### src/rtl/mem_arbiter.sv
// Two-requester arbiter for the single memory port: data has priority, a streak
// counter bounds how long a pending fetch can be starved, flush cancels a fetch response.
module mem_arbiter #(
  parameter int MAX_DATA_BURST = 4,
  parameter int ADDR_W         = 32,
  parameter int DATA_W         = 32
) (
  input  logic              clk,
  input  logic              rst_async,
  input  logic              if_req,
  input  logic [ADDR_W-1:0] if_addr,
  output logic              if_gnt,
  output logic              if_rvalid,
  input  logic              d_req,
  input  logic              d_we,
  input  logic [ADDR_W-1:0] d_addr,
  input  logic [DATA_W-1:0] d_wdata,
  output logic              d_gnt,
  output logic              d_rvalid,
  output logic [DATA_W-1:0] rdata,
  input  logic              flush,
  output logic              mem_req,
  output logic              mem_we,
  output logic [ADDR_W-1:0] mem_addr,
  output logic [DATA_W-1:0] mem_wdata,
  input  logic              mem_ack,
  input  logic [DATA_W-1:0] mem_rdata
);

  typedef enum logic [1:0] {IDLE, BUSY_IF, BUSY_D} state_e;

  localparam logic [3:0] BURST_MAX = 4'(MAX_DATA_BURST);

  state_e     state_q;
  logic [3:0] streak_q;
  logic       cancel_q;

  logic if_req_eff;
  logic burst_full;
  logic pick_d;
  logic pick_if;

  // A flushed fetch request is not a contender, so it neither wins nor counts toward the streak.
  assign if_req_eff = if_req & ~flush;
  assign burst_full = (streak_q == BURST_MAX);
  assign pick_d     = d_req & ~(if_req_eff & burst_full);
  assign pick_if    = if_req_eff & ~pick_d;

  always_ff @(posedge clk or posedge rst_async) begin
    if (rst_async) begin
      state_q   <= IDLE;
      streak_q  <= '0;
      cancel_q  <= 1'b0;
      mem_req   <= 1'b0;
      mem_we    <= 1'b0;
      mem_addr  <= '0;
      mem_wdata <= '0;
      if_gnt    <= 1'b0;
      d_gnt     <= 1'b0;
      if_rvalid <= 1'b0;
      d_rvalid  <= 1'b0;
      rdata     <= '0;
    end else begin
      if_gnt    <= 1'b0;
      d_gnt     <= 1'b0;
      if_rvalid <= 1'b0;
      d_rvalid  <= 1'b0;
      case (state_q)
        IDLE: begin
          if (pick_d) begin
            mem_req   <= 1'b1;
            mem_we    <= d_we;
            mem_addr  <= d_addr;
            mem_wdata <= d_wdata;
            d_gnt     <= 1'b1;
            cancel_q  <= 1'b0;
            state_q   <= BUSY_D;
            if (!if_req_eff) begin
              streak_q <= '0;
            end else if (!burst_full) begin
              streak_q <= streak_q + 4'd1;
            end
          end else if (pick_if) begin
            mem_req   <= 1'b1;
            mem_we    <= 1'b0;
            mem_addr  <= if_addr;
            mem_wdata <= '0;
            if_gnt    <= 1'b1;
            cancel_q  <= flush;
            streak_q  <= '0;
            state_q   <= BUSY_IF;
          end
        end
        BUSY_IF: begin
          if (mem_ack) begin
            mem_req  <= 1'b0;
            cancel_q <= 1'b0;
            state_q  <= IDLE;
            // A flush arriving on the ack edge itself still cancels the response.
            if (!(cancel_q || flush)) begin
              rdata     <= mem_rdata;
              if_rvalid <= 1'b1;
            end
          end else if (flush) begin
            cancel_q <= 1'b1;
          end
        end
        BUSY_D: begin
          if (mem_ack) begin
            mem_req  <= 1'b0;
            d_rvalid <= 1'b1;
            state_q  <= IDLE;
            if (!mem_we) begin
              rdata <= mem_rdata;
            end
          end
        end
        default: state_q <= IDLE;
      endcase
    end
  end

endmodule
### config.mk
export PLATFORM = sky130hd
export DESIGN_NAME = mem_arbiter
export DESIGN_NICKNAME = d
export VERILOG_FILES = /design/src/rtl/mem_arbiter.sv
export SDC_FILE = /design/constraint.sdc
export NUM_CORES = 1
export LEC_CHECK = 0
export CAP_MARGIN = 30
export CORE_UTILIZATION = 34
export CTS_BUF_LIST = sky130_fd_sc_hd__clkbuf_16
export CTS_CLUSTER_SIZE = 8
export DETAILED_ROUTE_END_ITERATION = 10
export GPL_TIMING_DRIVEN = 0
export HOLD_SLACK_MARGIN = 0.12
export PLACE_DENSITY_LB_ADDON = 0.12
export SETUP_SLACK_MARGIN = 0.05
export SYNTH_ARGS = -nofsm -noshare
export SYNTH_HDL_FRONTEND = slang
export SYNTH_SLANG_ARGS = --single-unit
### constraint.sdc
create_clock -name clk -period 5.61 [get_ports clk]
set_input_delay 1.122 -clock clk [delete_from_list [all_inputs] [get_ports clk]]
set_output_delay 1.122 -clock clk [all_outputs]
set_load 0.02 [all_outputs]
==> impl_metrics.csv <==
group,metric,value,unit
setup_path,cp_slowest_cell,"clkdlybuf4s50_1",
floorplanning,rows,46,
pwr,peakVddDrop,270.0,µV
logic_synthesis,ys_warn_count,0,
cts,clkSinkCount,109,
floorplanning,start_util,34.94,%
cts,numCtsBuffers,9,
cts,root_buffer,"clkbuf_16",
pwr,power.share.sequential,29.9,%
placed_design,io_buffers,235,
cts,cts_resized,0,
routing,drtPass1Iterations,5,
logic_synthesis,synth_ff_type,"dfrtp_1",
placed_design,placed_area,8203,µm²
pwr,power.switching,1.865,mW
logic_synthesis,synth_edf_count,0,
cts,cts_hold_buf,0,
pwr,pwr-share-comb,56.3,%
cts,cts_tree,"done",
setup_path,cp_cell_sequence,"clkdlybuf4s50_1 > nand2b_1 > buf_2 > o21ai_2 > buf_2 > o21ai_0",
timing,setup_slack,3.017,ns
finish,utilization,53.47,%
floorplanning,die-width,129.8,µm
timing,fmax,385.7,MHz
cts,cts.clk_slew.worst_paths,0.07,ns
timing,rsz0062_at_grt,"false",
grt,grt_max_degree,62,
finish,final_cells,1007,
setup_path,crit_buf_inv,3,
pwr,leakage,3.478,nW
timing,finClkSkew,0.01397,ns
floorplanning,coreArea,15890,µm²
logic_synthesis,synth_seq_cells,109,
job,max_cap_viol_count,0,
setup_path,required,5.84,ns
logic_synthesis,ys_top_cells_by_area,"dfrtp_1, mux2_4, a211oi_2",
finish,drive_above_1_share,14.92,%
routing,antenna_left,0,
routing,routedWlPerCell,16.72,µm
routing,totalWireLength,16840,µm
hold_path,hp-class,"reg -> reg",
logic_synthesis,synth_area,5550,µm²
setup_path,path_max_fanout,10,
cts,post_cts.repair.setup_buffers,0,
grt,grt_antenna_before_repair,0,
grt,grt_pass1_vias,5160,
pwr,p_int,2.812,mW
finish,design_area,8493,µm²
floorplanning,die_y,129.8,µm
finish,final_cell_mix,"clkdlybuf4s50_1, dfrtp_1, nand2_1",
setup_path,timing.critical_path.mode_cell,"buf_2",
pwr,clkPwrFrac,13.7,%
finish,final_common_cell,"clkdlybuf4s50_1",
floorplanning,die_area,16840,µm²
placed_design,gp_congestion,0.7892,
finish,fin_nets,929,
setup_path,crit_arrival,2.82,ns
floorplanning,ios,237,
setup_path,critPathKind,"in -> reg",
logic_synthesis,synthDistinctLibCells,34,
setup_path,critical_path.top_delay_family,"buffers and inverters",
logic_synthesis,yosysTopAreaCellShare,49.14,%
setup_path,cp-end-kind,"flop",
timing,slew_headroom,55.58,%
grt,grt_use_total,20.15,%
finish,syn_to_final_growth,53.02,%
logic_synthesis,yosys.area.top_type,"dfrtp_1",
routing,viasPerCell,5.001,
status,status,"finished clean",
pwr,power.density,550.7,nW/µm²
timing,hold_viol,0,
routing,drtIter0Drc,248,
setup_path,cpPeakStageDelay,0.50,ns
timing,drv_slew,0,
cts,clockBufferDepth,2,
cts,ctsHtreeMaxLevel,3,
logic_synthesis,synthArstFlopShare,100.0,%
placed_design,hpwl,12160,µm
timing,post-route-period-util,46.21,%
logic_synthesis,netlist_instances,540,
grt,grt_pass1_wl,26300,µm
cts,clk_latency,0.36,ns
placed_design,placed_cells,992,
routing,num_vias,5036,
routing,drc,0,
timing,worst_pin_slew,0.6663,ns
setup_path,start_kind,"input port",
logic_synthesis,syn_avg_cell_area,10.28,µm²
timing,setup_viol,0,
grt,grt_overflow,0,
logic_synthesis,synth_nets,682,
pwr,sw_frac_of_total,39.88,%
timing,period_minus_slack,2.593,ns
timing,setup_tns,0,ns
placed_design,preCtsSetupSlack,2.616,ns
finish,n_antenna_cell,0,
logic_synthesis,seq_area_frac_synth,49.14,%
==> cell usage after synthesis, types with 2 or more instances <==
library cell / count
mux2_4: 30
o21ai_0: 39
a211oi_1: 2
buf_6: 7
nand2b_1: 4
buf_4: 4
nor2_1: 35
mux2_2: 2
clkbuf_2: 3
o22ai_1: 33
nand2_1: 75
nor4_1: 32
ha_1: 7
nand3_1: 2
buf_2: 22
inv_1: 9
a21oi_1: 33
a32o_1: 2
nor2b_1: 32
dfrtp_1: 109
o31ai_1: 2
nor3_1: 2
clkbuf_1: 12
a211oi_2: 30
o21ai_1: 2
and2_1: 2
==> worst register-to-register path, cell delays in order (launching register included) <==
cell and delay, ns:
dfrtp_1 0.43, inv_1 0.10, ha_1 0.15, buf_2 0.22, clkbuf_1 0.39, nor2b_1 0.30, a21oi_1 0.11, o22ai_1 0.17
a211oi_2 0.07
==> state kept, by name (all words and copies together), names as in the netlist, 2 cells and up <==
register	count
mem_addr	32
mem_wdata	32
rdata	32
state_q	2
streak_q	4
==> power groups by stage <==
stage          Combinational, mW  Sequential [mW]  Clock, mW
3_5_place_dp                2.65             1.41          0
6_report                    2.63             1.40      0.641
2_1_floorplan               1.11             1.82          0
4_1_cts                     2.66             1.40      0.667
3_3_place_gp                2.60             1.39          0
5_1_grt                     2.83             1.45      0.694
==> area by class of cell <==
class	instances	area, µm²
fill	1446	7392
clock buffer	9	225.2
clock inverter	6	65.06
buffer	48	279.0
tap	216	270.3
timing repair buffer	236	2380
sequential	109	2728
inverter	9	36.28
multi-input combinational	374	2510
==> routing by layer <==
metal  global-route usage [%]  routed length, µm
met4                    6.088                163
met1                    24.55               7087
met2                    34.48               8361
met5                        0                  0
met3                    5.822               1224
==> logic make-up (layout without fill, tap and decap cells) <==
| group | Yosys count | in the layout | share of synthesized area (%) |
|---|---|---|---|
| compound gates | 148 | 148 | 19.03 |
| flops | 109 | 109 | 49.14 |
| simple gates | 187 | 187 | 16.10 |
| mux | 32 | 32 | 8.521 |
| fa+ha+maj | 7 | 7 | 1.578 |
| buf+inv | 57 | 308 | 5.636 |
==> stage by stage <==
| stage | hold slack, ns | total power, mW |
|---|---|---|
| 6_report | 0.4788 | 4.677 |
| 5_1_grt | 0.5133 | 4.971 |
| 4_1_cts | 0.4867 | 4.726 |
| 3_5_place_dp | 0.4702 | 4.056 |
| 3_3_place_gp | 0.4616 | 3.993 |
| 2_1_floorplan | 0.4466 | 2.933 |
==> final timing paths <==
| check | from | end | slack (ns) | cells past startpoint |
|---|---|---|---|---|
| min in group asynchronous | rst_async | rdata[26] | 1.24 | 2 |
| max in group asynchronous | rst_async | mem_addr[3] | 3.64 | 3 |
| worst min-delay path | mem_wdata[6] | mem_wdata[6] | 0.48 | 2 |
| worst max-delay path | flush | mem_wdata[5] | 3.02 | 6 |
| worst max register to register | state_q[0] | mem_addr[3] | 3.55 | 8 |
| worst min register to register | mem_wdata[6] | mem_wdata[6] | 0.48 | 2 |
Note: power is estimated with default switching activity, not from simulation.
